<file path="src/rtl/bit_serial_subtractor.sv">
// rtl/bit_serial_subtractor.sv - LSB-first bit-serial a - b - bin with valid/ready handshakes
// Optional BIT_SERIAL_SUBTRACTOR_OVF_EN adds a signed overflow output (ovf).
module bit_serial_subtractor #(
    parameter int WIDTH = 8
) (
    input  logic             clk,
    input  logic             rst_n,
    input  logic             in_valid,
    output logic             in_ready,
    input  logic [WIDTH-1:0] a,
    input  logic [WIDTH-1:0] b,
    input  logic             bin,
    output logic             out_valid,
    input  logic             out_ready,
    output logic [WIDTH-1:0] diff,
    output logic             bout,
`ifdef BIT_SERIAL_SUBTRACTOR_OVF_EN
    output logic             ovf,
`endif
    output logic             busy
);

    localparam int CW = $clog2(WIDTH + 1);

    typedef enum logic [1:0] {
        S_IDLE,
        S_RUN,
        S_DONE
    } state_t;

    state_t           r_state;
    logic [WIDTH-1:0] r_a;
    logic [WIDTH-1:0] r_b;
    logic [WIDTH-2:0] r_res;
    logic             r_br;
    logic [CW-1:0]    r_cnt;
    logic [WIDTH-1:0] r_diff;
    logic             r_bout;
    logic             r_in_ready;
    logic             r_out_valid;
    logic             r_busy;
`ifdef BIT_SERIAL_SUBTRACTOR_OVF_EN
    logic             r_ovf;
`endif

    logic             w_a0;
    logic             w_b0;
    logic             w_d;
    logic             w_br_next;
    logic             w_last;
    logic [WIDTH-1:0] w_cat;

    assign w_a0      = r_a[0];
    assign w_b0      = r_b[0];
    assign w_d       = w_a0 ^ w_b0 ^ r_br;
    assign w_br_next = (~w_a0 & w_b0) | (~(w_a0 ^ w_b0) & r_br);
    assign w_last    = (r_cnt == CW'(WIDTH - 1));
    // On the last RUN cycle w_cat holds the complete difference, MSB = current bit.
    assign w_cat     = {w_d, r_res};

    always_ff @(posedge clk) begin
        if (!rst_n) begin
            r_state     <= S_IDLE;
            r_a         <= '0;
            r_b         <= '0;
            r_res       <= '0;
            r_br        <= 1'b0;
            r_cnt       <= '0;
            r_diff      <= '0;
            r_bout      <= 1'b0;
            r_in_ready  <= 1'b1;
            r_out_valid <= 1'b0;
            r_busy      <= 1'b0;
`ifdef BIT_SERIAL_SUBTRACTOR_OVF_EN
            r_ovf       <= 1'b0;
`endif
        end else begin
            case (r_state)
                S_IDLE: begin
                    if (in_valid) begin
                        r_a        <= a;
                        r_b        <= b;
                        r_br       <= bin;
                        r_cnt      <= '0;
                        r_state    <= S_RUN;
                        r_in_ready <= 1'b0;
                        r_busy     <= 1'b1;
                    end
                end
                S_RUN: begin
                    r_a   <= r_a >> 1;
                    r_b   <= r_b >> 1;
                    r_res <= w_cat[WIDTH-1:1];
                    r_br  <= w_br_next;
                    r_cnt <= r_cnt + CW'(1);
                    if (w_last) begin
                        r_diff      <= w_cat;
                        r_bout      <= w_br_next;
`ifdef BIT_SERIAL_SUBTRACTOR_OVF_EN
                        // Operand MSBs are in bit 0 of the shifters on the final cycle.
                        r_ovf       <= (w_a0 ^ w_b0) & (w_d ^ w_a0);
`endif
                        r_state     <= S_DONE;
                        r_busy      <= 1'b0;
                        r_out_valid <= 1'b1;
                    end
                end
                S_DONE: begin
                    if (out_ready) begin
                        r_state     <= S_IDLE;
                        r_out_valid <= 1'b0;
                        r_in_ready  <= 1'b1;
                    end
                end
                default: begin
                    r_state     <= S_IDLE;
                    r_in_ready  <= 1'b1;
                    r_out_valid <= 1'b0;
                    r_busy      <= 1'b0;
                end
            endcase
        end
    end

    assign in_ready  = r_in_ready;
    assign out_valid = r_out_valid;
    assign busy      = r_busy;
    assign diff      = r_diff;
    assign bout      = r_bout;
`ifdef BIT_SERIAL_SUBTRACTOR_OVF_EN
    assign ovf       = r_ovf;
`endif

endmodule
</file>
<file path="config.mk">
export PLATFORM = sky130hd
export DESIGN_NAME = bit_serial_subtractor
export DESIGN_NICKNAME = d
export VERILOG_FILES = /design/src/rtl/bit_serial_subtractor.sv
export SDC_FILE = /design/constraint.sdc
export NUM_CORES = 1
export LEC_CHECK = 0
export ABC_AREA = 1
export BUFFER_PORTS_ARGS = -buffer_cell sky130_fd_sc_hd__buf_2
export CORE_ASPECT_RATIO = 1.25
export CORE_MARGIN = 1
export CORE_UTILIZATION = 50
export CTS_CLUSTER_SIZE = 12
export DETAILED_ROUTE_END_ITERATION = 10
export GPL_ROUTABILITY_DRIVEN = 0
export PLACE_DENSITY = 0.73
export SLEW_MARGIN = 20
export SYNTH_ARGS = -nofsm -noshare
export SYNTH_HDL_FRONTEND = slang
export SYNTH_SLANG_ARGS = --single-unit
export TNS_END_PERCENT = 50
</file>
<file path="constraint.sdc">
create_clock -name clk -period 1.6 [get_ports clk]
set_clock_uncertainty 0.15 [all_clocks]
set_input_delay 0.24 -clock clk [delete_from_list [all_inputs] [get_ports clk]]
set_output_delay 0.24 -clock clk [all_outputs]
set_load 0.01 [all_outputs]
</file>
==> results of run 1 <==
registers in the layout, summed over array words and instances, names as in the netlist:
name       cells
r_cnt          4
busy           1
bout           1
diff           8
r_br           1
r_state        2
r_res          7
out_valid      1
in_ready       1
r_b            8
r_a            8
per-stage QoR:
stage | power [W] | cell area, um^2 | hold slack, ns | cells | setup WS, ns
after floorplan | 0.00134 | 1850 | 0.231 | 272 | 0.259
after global placement | 0.00143 | 2090 | 0.282 | 343 | 0.225
after detailed placement | 0.00143 | 2090 | 0.287 | 343 | 0.185
after CTS | 0.00243 | 2230 | 0.0345 | 351 | 0.156
after global routing | 0.00253 | 2230 | 0.0530 | 351 | 0.0405
final | 0.00242 | 2230 | 0.0351 | 351 | 0.172
Yosys cell counts:
library cell	count	area (um^2)
a21oi_1	15	75.1
buf_6	1	11.3
ha_1	1	12.5
fa_1	1	20.0
nand3b_1	1	7.51
buf_4	1	7.51
clkbuf_1	4	15.0
nor2_4	1	11.3
nand2_1	69	259
inv_2	2	7.51
nor2_2	1	6.26
inv_1	34	128
o21ai_1	6	30.0
dfxtp_1	42	841
nor2_1	42	158
buf_1	1	3.75
nand3_1	38	190
buf_2	6	30.0
nand2_2	1	6.26
nand3_2	1	10.0
o21ai_0	4	20.0
power groups by stage:
stage	logic (W)	registers, W	clock network (W)
6_report	0.000287	0.00112	0.00101
4_1_cts	0.000290	0.00112	0.00102
2_1_floorplan	0.000197	0.00114	0
5_1_grt	0.000334	0.00113	0.00107
3_3_place_gp	0.000282	0.00114	0
3_5_place_dp	0.000288	0.00115	0
worst reg2reg max path, delay by kind of cell (launching register included):
kind	cells	cell delay, ns
flip-flops	1	0.34
AND/OR/NAND/NOR	2	0.12
buffers and inverters	2	0.12
AO/OA/AOI/OAI	1	0.16
adder cells (fa/ha/maj)	1	0.44
cell families after synthesis:
logic type / share of synthesized area (%)
adder cells (fa/ha/maj): 1.76
AND/OR/NAND/NOR: 35.0
flip-flops: 45.5
buffers and inverters: 11.0
AO/OA/AOI/OAI: 6.77
final cells by class:
cell class | count | area [um^2]
well taps | 39 | 48.8
fillers | 348 | 1290
clock buffers | 5 | 68.8
flip-flops and latches | 42 | 841
clock inverters | 3 | 68.8
repair buffers | 45 | 258
multi-input cells | 181 | 806
inverters | 36 | 135
worst paths after layout:
path             from       end  cells after the start
max            r_b[0]   diff[7]                      6
min              a[7]    r_a[7]                      3
max reg2reg    r_b[0]   diff[7]                      6
min reg2reg  in_ready  in_ready                      2
metal layers:
layer  share of wire, %  GRT usage (%)
met5                  0              0
met4                2.1           11.4
met3                4.3           6.30
met2                 47           37.2
met1                 46           25.5
==> metrics.md, run 1 <==
| Metric | Value |
|---|---|
| DR WL/cell | 10.9 um |
| Hold Buf Count CTS | 0 |
| Core Util, Final | 63.4% |
| Actual slew at the worst max-slew pin | 0.448 ns |
| Cells after synthesis | 272 |
| Max Cap Viol | 0 |
| Initial antenna violation count | 0 |
| P_int | 0.00184 W |
| N_diodes | 0 |
| Power share of the combinational group | 11.9% |
| Endpoints failing setup | 0 |
| Clock network fraction of total power | 41.7% |
| Worst min path class | input port to register |
| Drt via density | 4.89 |
| Flop pwr share | 46.4% |
| Port bufs | 32 |
| Final ANT Viol Nets | 0 |
| Synth Cell Area | 1850 um^2 |
| Critical path data required time | 1.65 ns |
| Syn nets | 295 |
| Fin. max-slew vios | 0 |
| Peak Freq | 0.700 GHz |
| CP top delay family | adder cells |
| First-pass GRT wire length | 6740 um |
| Number of remaining DRC errors | 0 |
| Worst-path clk slew | 0.09 ns |
| Sw Share | 24.0% |
| Clock sink total | 42 |
| Setup TNS Final | 0 ns |
| CP max stage cell | fa_1 |
| Root buffer cell | clkbuf_8 |
| Layout cell share with drive strength beyond 1 | 18.9% |
| Skew-Pair Late Insertion Delay | 0.30 ns |
| Largest net degree at the start of global routing | 22 |
| Most frequent CP cell | inv_1 |
| CTS Buf Count | 5 |
| GR Util All Layers | 22.2% |
| Vias | 1715 |
| TritonCTS clock tree | done |
| Worst path max stage delay | 0.44 ns |
| Syn-to-layout area delta | 20.4% |
| Die W | 56.4 um |
| Deepest clock path buffer count | 2 |
| Leak | 1.11 nW |
| GRT overflow | 0 |
| Most frequent cells in the layout | nand2_1, nor2_1, dfxtp_1 |
| Vias in the first global route | 1544 |
| # IOs | 33 |
| Setup CP Type | register to register |
| CP Capture Type | register |
| Register area share after synthesis | 45.5% |
| Pwr/cell area | 1090 nW/um^2 |
| Min cycle time layout | 1.43 ns |
| Commonest non-fill, non-tap cell in the layout | nand2_1 |
| H-Tree Depth | 2 |
| Crit path buffers/inverters | 2 |
| Synth Register Bits | 42 |
| Chip height | 70.0 um |
| Critical Path Start Type | register |
| CP cell instances | inv_1 > fa_1 > inv_1 > nand2_1 > o21ai_0 > nor2_1 |
| Iter 0 DRT Violations | 64 |
| Slew headroom | 69.8% |
| Status | finished, final reports clean |
| Postcts setup bufs | 0 |
| DRT Pass-1 Iters | 4 |
| Worst Path Arrival | 1.48 ns |
| Starting density of the core | 52.6% |
| Sw Pwr | 0.000580 W |
| RSZ-0062 raised after global routing | no |
| Syn Area/Cell | 6.80 um^2 |
| Core footprint | 3510 um^2 |
| Endpoints failing hold | 0 |
| # rows | 24 |
| Nets@finish | 334 |
| Worst Path Max Fanout | 2 |
| Cts repair resizes | 0 |
| Post-DP HPWL | 2810 um |
| Period utilization | 89.2% |
| VDD IR-drop max | 845 uV |
| Final wirelength | 3830 um |
| Register-to-Register Setup Slack | 0.17 ns |
| Yosys warning count | 0 |
| Die ar. | 3950 um^2 |
| Unique masters post-synth | 21 |
Note: power is estimated with default switching activity, not from simulation.
==> inputs of run 2 (changes only) <==
Settings changed: MAX_ROUTING_LAYER from default to met4.
Clock period 1.6 ns to 1.4 ns, I/O delays scaled along.
==> run 2 against run 1 <==
Highest routed layer unchanged; utilization up 0.50 points; critical endpoint unchanged; first-iteration DRC count down 7.8%; die area unchanged; largest cell class unchanged; global-route usage down 0.39 points; design area up 0.79%.
==> metrics.md, run 2 (synthesis gave the netlist of run 1 again) <==
| Metric | Value |
|---|---|
| Status | finished, final reports clean |
| Vias | 1736 (+1.2%) |
| Deepest clock path buffer count | 2 (unchanged) |
| Fin. max-slew vios | 0 (unchanged) |
| Largest net degree at the start of global routing | 22 (unchanged) |
| Postcts setup bufs | 0 (unchanged) |
| Critical Path Start Type | register |
| P_int | 0.00178 W (-3.0%) |
| Die ar. | 3950 um^2 (unchanged) |
| Post-DP Area | 2120 um^2 (+1.7%) |
| Setup CP Type | register to register |
| Critical path data required time | 1.43 ns (-0.22 ns) |
| # rows | 24 (unchanged) |
| GR Util All Layers | 21.8% (-0.39 points) |
| Final instance area | 2240 um^2 (+0.79%) |
| Endpoints failing setup | 0 (unchanged) |
| Final ANT Viol Nets | 0 (unchanged) |
| N_diodes | 0 (unchanged) |
| Die W | 56.4 um (unchanged) |
| Iter 0 DRT Violations | 59 (-7.8%) |
| Setup TNS Final | 0 ns (unchanged) |
| Most frequent cells in the layout | nand2_1, nor2_1, nand3_1, dfxtp_1 |
| Power share of the combinational group | 14.7% (+2.8 points) |
| Post-DP HPWL | 2700 um (-3.9%) |
| Worst min path class | input port to register |
| Nets@finish | 338 (+1.2%) |
| Slew headroom | 85.3% (+16 points) |
| Flop pwr share | 53.9% (+7.5 points) |
| RSZ-0062 raised after global routing | yes |
| First-pass GRT wire length | 6640 um (-1.4%) |
| Pwr/cell area | 1060 nW/um^2 (-2.0%) |
| Leak | 1.11 nW (-0.21%) |
| Period utilization | 97.8% (+8.6 points) |
| Max Cap Viol | 0 (unchanged) |
| Final worst slack | 0.0307 ns (-0.142 ns) |
| Total power | 0.00239 W (-1.3%) |
| Initial antenna violation count | 0 (unchanged) |
| Clock network fraction of total power | 31.5% (-10 points) |
| Core Util, Final | 63.9% (+0.50 points) |
| DR WL/cell | 10.8 um (-0.67%) |
| Clock sink total | 42 (unchanged) |
| Chip height | 70.0 um (unchanged) |
| CP Capture Type | register |
| Core footprint | 3510 um^2 (unchanged) |
| Worst-path clk slew | 0.07 ns (-0.02 ns) |
| Port bufs | 32 (unchanged) |
| Peak Freq | 0.730 GHz (+4.3%) |
| Layout cell share with drive strength beyond 1 | 23.2% (+4.3 points) |
| Worst Path Max Fanout | 2 (unchanged) |
| Hold Buf Count CTS | 0 (unchanged) |
| Vias in the first global route | 1548 (+0.26%) |
| Actual slew at the worst max-slew pin | 0.220 ns (-0.228 ns) |
| Starting density of the core | 52.6% (unchanged) |
| DRT Pass-1 Iters | 4 (unchanged) |
| Drt via density | 4.92 (+0.65%) |
| DP Worst Slack | -0.00896 ns (-0.194 ns) |
| Min cycle time layout | 1.37 ns (-0.0583 ns) |
| # IOs | 33 (unchanged) |
| CTS Buf Count | 5 (unchanged) |
| Commonest non-fill, non-tap cell in the layout | nand2_1 |
| Sw Share | 25.3% (+1.3 points) |
| Final wirelength | 3830 um (-0.10%) |
| Syn-to-layout area delta | 21.3% |
| Root buffer cell | clkbuf_8 |
| Number of remaining DRC errors | 0 (unchanged) |
| VDD IR-drop max | 863 uV (+2.1%) |
| TritonCTS clock tree | done |
| Sw Pwr | 0.000605 W (+4.3%) |
| Skew-Pair Late Insertion Delay | 0.29 ns (about the same) |
| Worst Path Arrival | 1.40 ns (-0.08 ns) |
| Endpoints failing hold | 0 (unchanged) |
| H-Tree Depth | 2 (unchanged) |
| GRT overflow | 0 (unchanged) |
==> run 2: cell type report <==
type	count	area, um^2
clock buffer	6	82.6
timing repair buffer	49	304
tap	39	48.8
multi-input combinational	181	827
inverter	36	135
sequential	42	846
fill	343	1270
==> run 2: path summary, 6_finish.rpt <==
path,startpoint,end,slack [ns],cells past startpoint
worst max-delay path,r_b[0],diff[7],0.03,6
worst min-delay path,a[7],r_a[7],0.02,3
worst max register to register,r_b[0],diff[7],0.03,6
worst min register to register,r_res[3],r_res[3],0.30,2
==> run 2: per-stage QoR <==
stage               hold slack (ns)  std cells
finish                       0.0150        353
global route                 0.0317        353
CTS                         0.00943        352
detailed placement            0.292        346
global placement              0.288        346
floorplan                     0.201        272
==> run 2: critical path, stage by stage, from the launching register on <==
cell	delay (ns)
dfxtp_2	0.34
inv_2	0.03
fa_1	0.42
inv_1	0.06
nand2_1	0.06
o21ai_1	0.15
nor2_1	0.06
==> run 2: routing by layer <==
layer,GRT usage (%),up-vias,part of all wire [%]
met3,5.56,4,3.1
met4,6.50,0,0.81
met1,26.7,776,45
met2,35.4,35,51
li1,-,921,-
met5,-,-,0
==> run 2: timing repair <==
action                                  in CTS  in global routing
cloned                                       0                  1
pin swaps                                    0                  3
endpoints found under the setup margin       1                 24
resized for setup                            1                 15
==> run 2: power by group through the flow <==
stage | combinational (W) | sequential [W] | clock [W]
after floorplan | 0.000225 | 0.00131 | 0
after global placement | 0.000337 | 0.00131 | 0
after detailed placement | 0.000343 | 0.00131 | 0
after CTS | 0.000347 | 0.00128 | 0.000773
after global routing | 0.000400 | 0.00129 | 0.000812
final | 0.000351 | 0.00129 | 0.000751
==> inputs of run 3 (changes only) <==
Settings changed: CORE_UTILIZATION 50 to 49, PLACE_DENSITY 0.73 to 0.74.
Clock period 1.4 ns to 1.2 ns, I/O delays scaled along.
==> run 3 against run 2 <==
The run now ends with DRC, setup timing left; worst hold slack better by 0.053 ns; sequential cell count unchanged; worst setup slack worse by 0.24 ns; routed wire length grew 35%; largest cell class is now multi-input combinational cells; die area increased by 2.0%; sequential power is 17% higher; global-route usage up 4.0 points; final cell count grew 6.5%; highest routed layer unchanged; design area up 23%; clock power rose by 46%; via count grew 12%.
==> metrics.md, run 3 (synthesis gave the netlist of run 1 again) <==
| Metric | Value |
|---|---|
| Vias in the first global route | 1788 (+16%) |
| H-Tree Depth | 2 (unchanged) |
| Most frequent cells in the layout | nand2_1, nor2_1, dfxtp_1 |
| Hold Startpoint | b[1] |
| Hold Path Depth | 5 (+2) |
| Fin. max-slew vios | 0 (unchanged) |
| Min cycle time layout | 1.41 ns (+0.0393 ns) |
| RSZ-0062 raised after global routing | yes |
| GR Util All Layers | 25.8% (+4.0 points) |
| Worst min path class | input port to register |
| Port bufs | 32 (unchanged) |
| Worst Path Arrival | 1.46 ns (+0.06 ns) |
| Final hold slack | 0.0683 ns (+0.0532 ns) |
| Actual slew at the worst max-slew pin | 0.244 ns (+0.0235 ns) |
| TritonCTS clock tree | done |
| Core footprint | 3540 um^2 (+0.85%) |
| DR WL/cell | 13.7 um (+26%) |
| Critical path data required time | 1.25 ns (-0.18 ns) |
| Deepest clock path buffer count | 2 (unchanged) |
| Layout fillers | 240 (-30%) |
| Flip-flop and latch area | 855 um^2 (+1.0%) |
| GRT overflow | 0 (unchanged) |
| Number of remaining DRC errors | 9 (+9) |
| RR Startpoint | r_cnt[1] |
| Pwr/cell area | 1170 nW/um^2 (+9.7%) |
| Root buffer cell | clkbuf_8 |
| DP Worst Slack | -0.156 ns (-0.147 ns) |
| Commonest non-fill, non-tap cell in the layout | nand2_1 |
| DRT Pass-1 Iters | 7 (+3) |
| CTS Buf Count | 5 (unchanged) |
| # IOs | 33 (unchanged) |
| Max Cap Viol | 0 (unchanged) |
| Layout cell share with drive strength beyond 1 | 40.4% (+17 points) |
| Critical Path Start Type | register |
| Syn-to-layout area delta | 48.6% |
| Endpoints failing setup | 42 (+42) |
| Endpoints failing hold | 0 (unchanged) |
| Multi-input gate area | 1060 um^2 (+28%) |
| Peak Freq | 0.710 GHz (-2.8%) |
| Initial antenna violation count | 0 (unchanged) |
| Failing checks | DRC, setup timing |
| CP Capture Type | register |
| Setup CP Type | register to register |
| Leak | 1.38 nW (+25%) |
| Setup TNS Final | -4.67 ns (-4.67 ns) |
| Clock sink total | 42 (unchanged) |
| Final ANT Viol Nets | 0 (unchanged) |
| Slew headroom | 83.7% (-1.6 points) |
| Worst-path clk slew | 0.08 ns (about the same) |
| VDD IR-drop max | 928 uV (+7.5%) |
| Die W | 56.9 um (+0.98%) |
| Worst r2r path cells | 6 (unchanged) |
| Hold Path Sink | r_b[1] |
| R2R Path End | r_state[1] |
| Worst Path Max Fanout | 4 (+2) |
| Vias | 1952 (+12%) |
| Iter 0 DRT Violations | 94 (+59%) |
| Crit path launch | r_cnt[1] |
| Final worst slack | -0.209 ns (-0.239 ns) |
| Nets@finish | 359 (+6.2%) |
| Chip height | 70.7 um (+0.99%) |
| Post-DP HPWL | 2800 um (+3.4%) |
| # rows | 24 (unchanged) |
| Die ar. | 4030 um^2 (+2.0%) |
| N_diodes | 0 (unchanged) |
| Drt via density | 5.19 (+5.6%) |
| Starting density of the core | 52.2% (-0.45 points) |
| Skew-Pair Late Insertion Delay | 0.29 ns (about the same) |
| Largest net degree at the start of global routing | 23 (+4.5%) |
| First-pass GRT wire length | 7840 um (+18%) |
| Final wirelength | 5150 um (+35%) |
| Status | finished, violations left |
| Period utilization | 117% (+20 points) |
| Register-to-Register Setup Slack | -0.21 ns (-0.24 ns) |
## run 3: changes by cell type in the layout (fill, tap and decap cells not counted), moves of 3 or more
cell and delta:
nand3_1 -15, nand2_2 +11, nand3_2 +13, nand2_4 +9, buf_6 +10, buf_4 +6
dfxtp_1 -3, nand2_1 -21
## run 3: worst max-delay path: stages (launching register included)
cell and delay, ns:
dfxtp_2 0.37, ha_4 0.16, nand3_4 0.11, nor2_4 0.19
buf_4 0.13, inv_1 0.03, a21oi_1 0.18
## run 3: cell type report
type	instances	share of cell area, %
repair buffers	70	19.5
inverters	36	5.10
multi-input cells	181	38.6
clock inverters	3	1.46
well taps	39	1.78
flip-flops and latches	42	31.1
clock buffers	5	2.50
## run 3: what timing repair did
item	in CTS	in global routing
setup endpoints to repair	41	42
cloned	4	2
pin swaps	19	14
endpoints found under the hold margin	2	0
setup buffers	3	4
hold buffers	2	0
resized for setup	49	41
## run 3: routing by layer
layer / vias to the layer above / global-route usage [%] / wire length [um]
met5: - / - / 0
met4: 0 / 13.3 / 202
met3: 17 / 4.94 / 200
met2: 58 / 43.0 / 2730
met1: 904 / 29.2 / 2020
li1: 973 / - / -
## run 3: worst max path at each step
| stage | slack, ns | endpoint | depth (start not counted) |
|---|---|---|---|
| detailed placement | -0.16 | diff[7] | 6 |
| floorplan | -0.10 | diff[7] | 6 |
| CTS | -0.14 | diff[7] | 7 |
| finish | -0.21 | r_state[1] | 6 |
| global placement | -0.12 | diff[7] | 6 |
| global route | -0.26 | r_state[1] | 6 |
## run 3: stage by stage
step / std cells / utilization (%) / instance area [um^2] / power, W
detailed placement: 357 / 63.0 / 2230 / 0.00196
CTS: 374 / 74.0 / 2620 / 0.00316
floorplan: 272 / - / 1870 / 0.00179
global placement: 357 / 63.0 / 2230 / 0.00195
global route: 376 / 77.6 / 2750 / 0.00334
finish: 376 / 77.6 / 2750 / 0.00321
## run 3: where the power goes
| part | internal (W) | switching [W] | leakage [nW] |
|---|---|---|---|
| Clock | 0.000613 | 0.000484 | 0.0579 |
| Sequential | 0.00146 | 0.0000483 | 0.347 |
| Combinational | 0.000271 | 0.000329 | 0.978 |
